==> src/rtl/prince_cms_pkg.sv <==
// rtl/prince_cms_pkg.sv - shared sizes, index helpers and vector types for the CMS compression stage
// Purpose: default share/term geometry of the PRINCE CMS S-box layer and the
//          flat-vector index conventions used by the compression stage.
// Ports:   none (package).
package prince_cms_pkg;

  localparam int NUM_BITS   = 4;
  localparam int NUM_TERMS  = 9;
  localparam int NUM_SHARES = 3;

  typedef logic [NUM_BITS*NUM_TERMS-1:0]  term_vec_t;
  typedef logic [NUM_BITS*NUM_SHARES-1:0] share_vec_t;

  // Term t of S-box output bit b in the flat term vector.
  function automatic int term_idx(input int b, input int t, input int nterms = NUM_TERMS);
    return b * nterms + t;
  endfunction

  // Share j of S-box output bit b in the flat share vector.
  function automatic int share_idx(input int b, input int j, input int nshares = NUM_SHARES);
    return b * nshares + j;
  endfunction

endpackage

==> src/rtl/cms_compress_xor.sv <==
// rtl/cms_compress_xor.sv - XOR reduction of TPS registered terms into one share bit
// Purpose: purely combinational compression of one group of component terms.
// Ports:
//   terms_i  in  TPS  registered component-function terms of one share group
//   share_o  out 1    XOR of all terms in the group
module cms_compress_xor #(
  parameter int TPS = 3
) (
  input  logic [TPS-1:0] terms_i,
  output logic           share_o
);

  assign share_o = ^terms_i;

endmodule

==> src/rtl/prince_sbox_cms_compress.sv <==
// rtl/prince_sbox_cms_compress.sv - two-stage registered share compression after the CMS S-box products
// Purpose: S1 registers the raw component terms (glitch isolation), S2 registers
//          their XOR compression into output shares. Valid/ready handshake on both ends.
// Ports:
//   clk          in  1                    clock, rising edge
//   rst          in  1                    synchronous active-high reset
//   in_valid_i   in  1                    terms_i carries valid component outputs
//   in_ready_o   out 1                    stage accepts terms_i this cycle
//   terms_i      in  NUM_BITS*NUM_TERMS   index b*NUM_TERMS+t = term t of bit b
//   out_valid_o  out 1                    shares_o valid
//   out_ready_i  in  1                    consumer accepts shares_o
//   shares_o     out NUM_BITS*NUM_SHARES  index b*NUM_SHARES+j = share j of bit b
module prince_sbox_cms_compress
  import prince_cms_pkg::*;
#(
  parameter int NUM_BITS   = prince_cms_pkg::NUM_BITS,
  parameter int NUM_TERMS  = prince_cms_pkg::NUM_TERMS,
  parameter int NUM_SHARES = prince_cms_pkg::NUM_SHARES
) (
  input  logic                             clk,
  input  logic                             rst,
  input  logic                             in_valid_i,
  output logic                             in_ready_o,
  input  logic [NUM_BITS*NUM_TERMS-1:0]    terms_i,
  output logic                             out_valid_o,
  input  logic                             out_ready_i,
  output logic [NUM_BITS*NUM_SHARES-1:0]   shares_o
);

  localparam int TPS = NUM_TERMS / NUM_SHARES;

  if ((NUM_TERMS % NUM_SHARES) != 0) begin : g_bad_cfg
    $error("NUM_TERMS must be a multiple of NUM_SHARES");
  end

  logic [NUM_BITS*NUM_TERMS-1:0]  r_t_q;
  logic [NUM_BITS*NUM_SHARES-1:0] r_sh_q;
  logic                           r_s1_valid;
  logic                           r_s2_valid;

  logic                           w_s1_adv;
  logic                           w_s2_adv;
  logic [NUM_BITS*NUM_SHARES-1:0] w_sh_d;

  // Ready depends only on valid flags and out_ready_i, never on share data.
  assign w_s2_adv   = !r_s2_valid || out_ready_i;
  assign w_s1_adv   = !r_s1_valid || w_s2_adv;
  assign in_ready_o = w_s1_adv;

  // Compression reads S1 registers only; each term feeds exactly one share.
  for (genvar b = 0; b < NUM_BITS; b++) begin : g_bit
    for (genvar j = 0; j < NUM_SHARES; j++) begin : g_share
      cms_compress_xor #(
        .TPS (TPS)
      ) u_xor (
        .terms_i (r_t_q[term_idx(b, j*TPS, NUM_TERMS) +: TPS]),
        .share_o (w_sh_d[share_idx(b, j, NUM_SHARES)])
      );
    end
  end

  // Data registers load only on a real transfer; on idle cycles they hold
  // rather than clear so share wires see no extra transitions.
  always_ff @(posedge clk) begin
    if (rst) begin
      r_t_q      <= '0;
      r_sh_q     <= '0;
      r_s1_valid <= 1'b0;
      r_s2_valid <= 1'b0;
    end else begin
      if (w_s1_adv) begin
        r_s1_valid <= in_valid_i;
      end
      if (in_valid_i && w_s1_adv) begin
        r_t_q <= terms_i;
      end
      if (w_s2_adv) begin
        r_s2_valid <= r_s1_valid;
      end
      if (r_s1_valid && w_s2_adv) begin
        r_sh_q <= w_sh_d;
      end
    end
  end

  assign shares_o    = r_sh_q;
  assign out_valid_o = r_s2_valid;

endmodule

==> config.mk <==
export PLATFORM = sky130hd
export DESIGN_NAME = prince_sbox_cms_compress
export DESIGN_NICKNAME = d
export VERILOG_FILES = /design/src/rtl/prince_cms_pkg.sv /design/src/rtl/cms_compress_xor.sv /design/src/rtl/prince_sbox_cms_compress.sv
export SDC_FILE = /design/constraint.sdc
export NUM_CORES = 1
export LEC_CHECK = 0
export CORE_ASPECT_RATIO = 0.6
export CORE_UTILIZATION = 40
export DETAILED_ROUTE_END_ITERATION = 6
export GPL_TIMING_DRIVEN = 0
export PLACE_DENSITY = 0.67
export SYNTH_ARGS = -nofsm -noshare
export SYNTH_HDL_FRONTEND = slang
export SYNTH_SLANG_ARGS = --single-unit
==> constraint.sdc <==
create_clock -name clk -period 2.25 [get_ports clk]
set_input_delay 0.45 -clock clk [delete_from_list [all_inputs] [get_ports clk]]
set_output_delay 0.45 -clock clk [all_outputs]
set_load 0.01 [all_outputs]
==> impl_metrics.py <==
metrics = {
    "route": {
        "drt_iter0_markers": 44,
        "vias": 1789,
        "via_per_inst": 5.13,
        "drc": 0,
        "ant_nets": 0,
        "first_pass_iters": 6,
        "wirelength_um": 4960,
        "wl_per_cell_um": 14.2,
    },
    "setup_path": {
        "crit_path_cell_trace": "clkdlybuf4s50_1 > and3b_1 > buf_6 > clkinv_2 > dlygate4sd2_1",
        "rr_worst_depth": 7,
        "max_stage_delay_ns": 0.42,
        "worst_setup_path_end_kind": "primary output",
        "cp.required_ns": 1.80,
        "worstPathMaxFanout": 11,
        "path_class": "input pin to primary output",
        "critPathSlowestCell": "clkdlybuf4s50_1",
        "start_kind": "input pin",
        "critical_path_arrival_ns": 1.71,
    },
    "sta": {
        "maxSlewHeadroom_pct": 54.9,
        "post-route-period-util_pct": 96.1,
        "min_period_ns": 2.16,
        "hold_viol": 0,
        "setup_slack_ns": 0.0867,
        "fin_tns_setup_ns": 0,
        "fmax_mhz": 462,
        "max_slew.worst_pin.slew_ns": 0.676,
        "slew_violations": 0,
        "setup_viol": 0,
        "finClkSkew_ns": 0.00696,
        "worst_hold_slack_ns": 0.467,
        "rsz0062_at_grt": "false",
    },
    "logic_synthesis": {
        "yosys_warnings": 0,
        "synth_top_area_share_pct": 45.0,
        "synth.area.top_cells": "dfxtp_1 (45%), nand3_2 (9.0%), a21oi_2 (7.9%)",
        "synth_seq_cells": 50,
        "synth_cells": 224,
        "yosys-top-cells-count": "dfxtp_1 (50), o21ai_0 (32), a21oi_2 (20), nand3_2 (20), a21oi_1 (19)",
        "synth.most_common_cell": "dfxtp_1",
        "avgSynthCellArea_um2": 9.94,
        "ys_seq_area_share_pct": 45.0,
        "synth_ff_type": "dfxtp_1",
        "netlist_area_um2": 2230,
        "synthArstFlopShare_pct": 0,
        "synth.distinct_cells": 22,
        "synth_edf_count": 0,
        "synth_nets": 264,
        "yosysTopAreaCell": "dfxtp_1",
    },
    "global_route": {
        "grt_pass1_vias": 1717,
        "grt_overflow": 0,
        "use_met1_pct": 24.8,
        "track_usage_pct": 17.9,
        "antenna_found_initial": 0,
        "use_met3_pct": 5.73,
        "grt_pass1_wl_um": 8160,
        "grt_most_used_layer": "met2",
        "grt_util_met2_pct": 27.1,
        "grt_max_degree": 15,
    },
    "floorplan": {
        "core_area_um2": 5200,
        "pin_count": 54,
        "die_x_um": 98.3,
        "die_y_um": 59.8,
        "initial_utilization_pct": 42.8,
        "row_count": 20,
        "die_area_um2": 5880,
    },
    "finish": {
        "drive_gt1_share_pct": 22.3,
        "antenna_cells": 0,
        "syn_to_final_growth_pct": 31.8,
        "fin_nets": 322,
    },
    "clock_tree": {
        "cts_buffer_depth": 2,
        "clkLatencyLatePin_ns": 0.30,
        "h-tree-depth": 2,
        "tritoncts": "built",
        "numClockSinks": 50,
        "numCtsBuffers": 5,
        "clk_pin_slew_worst_paths_ns": 0.09,
        "hold_buffers": 0,
        "root_buffer": "clkbuf_8",
    },
    "place": {
        "gp_congestion": 0.693,
        "port_buffers": 52,
        "place_ws_ns": -0.278,
        "dpl.hpwl_um": 3480,
    },
    "power": {
        "max-vdd-ir-drop_mv": 0.279,
        "power.leakage_nw": 1.07,
        "power_density_nw_per_um2": 634,
    },
    "worst_hold_path": {
        "hp-class": "flip-flop to flip-flop",
        "min_path_cells": 1,
    },
    "status": {
        "status": "finished, final reports clean",
    },
    "run": {
        "max_cap_viol_count": 0,
    },
}
==> per-layer routing <==
layer | routed length (um) | vias to the layer above
li1 | - | 907
met1 | 2610 | 822
met2 | 2030 | 55
met3 | 285 | 5
met4 | 31 | 0
met5 | 0 | -
==> placed cells by master (no fill, tap or decap), types with 8 or more instances in the layout <==
master / Yosys / final
nand3_1: 16 / 16
o2bb2ai_1: 12 / 12
xor2_1: 12 / 12
a21oi_2: 20 / 20
clkbuf_8: 0 / 8
o21ai_0: 32 / 32
xnor2_1: 12 / 12
a21oi_1: 19 / 19
nand3_2: 20 / 20
dfxtp_1: 50 / 50
clkdlybuf4s50_1: 0 / 51
==> kinds of logic after synthesis <==
kind of cell    share of synthesized area, %
compound gates                          25.0
xor+xnor                                9.44
buf+inv                                 7.03
flops                                   45.0
simple gates                            13.6
==> worst max-delay path: cells and delay by family <==
family,cells,cell delay [ns]
buffers and inverters,4,1.04
and+or+nand+nor,1,0.23
==> what timing repair did <==
item | in CTS | in global routing
gates resized for setup | 1 | 0
buffers inserted | 0 | 0
endpoints found under the setup margin | 1 | 0
==> sequential cells by signal, summed over array words and instances, names as in the netlist <==
name	cells
r_t_q	36
shares_o	12
out_valid_o	1
r_s1_valid	1
==> power by group <==
group / internal, mW / total [mW] / switching [mW]
sequential: 0.936 / 0.968 / 0.0317
combinational: 0.164 / 0.294 / 0.131
clock: 0.311 / 0.596 / 0.286
total: 1.41 / 1.86 / 0.448
==> worst paths after layout <==
kind | from | to | slack [ns]
hold / removal | shares_o[5] | shares_o[5] | 0.47
hold reg to reg | shares_o[5] | shares_o[5] | 0.47
setup reg to reg | r_s1_valid | r_t_q[31] | 0.78
setup / recovery | out_ready_i | in_ready_o | 0.09
==> final cells by class <==
cell class,instances,area [um2]
timing repair buffer,52,519
fill,484,2270
inverter,3,12.5
tap,66,82.6
clock buffer,8,110
multi-input combinational,150,1070
sequential,50,1000
buffer,20,139
==> per-stage QoR <==
stage | area, um2 | cells | utilization, % | power, mW
after floorplan | 2230 | 224 | - | 1.15
after global placement | 2830 | 342 | 54.4 | 1.28
after detailed placement | 2830 | 342 | 54.4 | 1.28
after CTS | 2930 | 349 | 56.3 | 1.87
after global routing | 2930 | 349 | 56.3 | 1.95
final | 2930 | 349 | 56.3 | 1.86
Note: power is estimated with default switching activity, not from simulation.
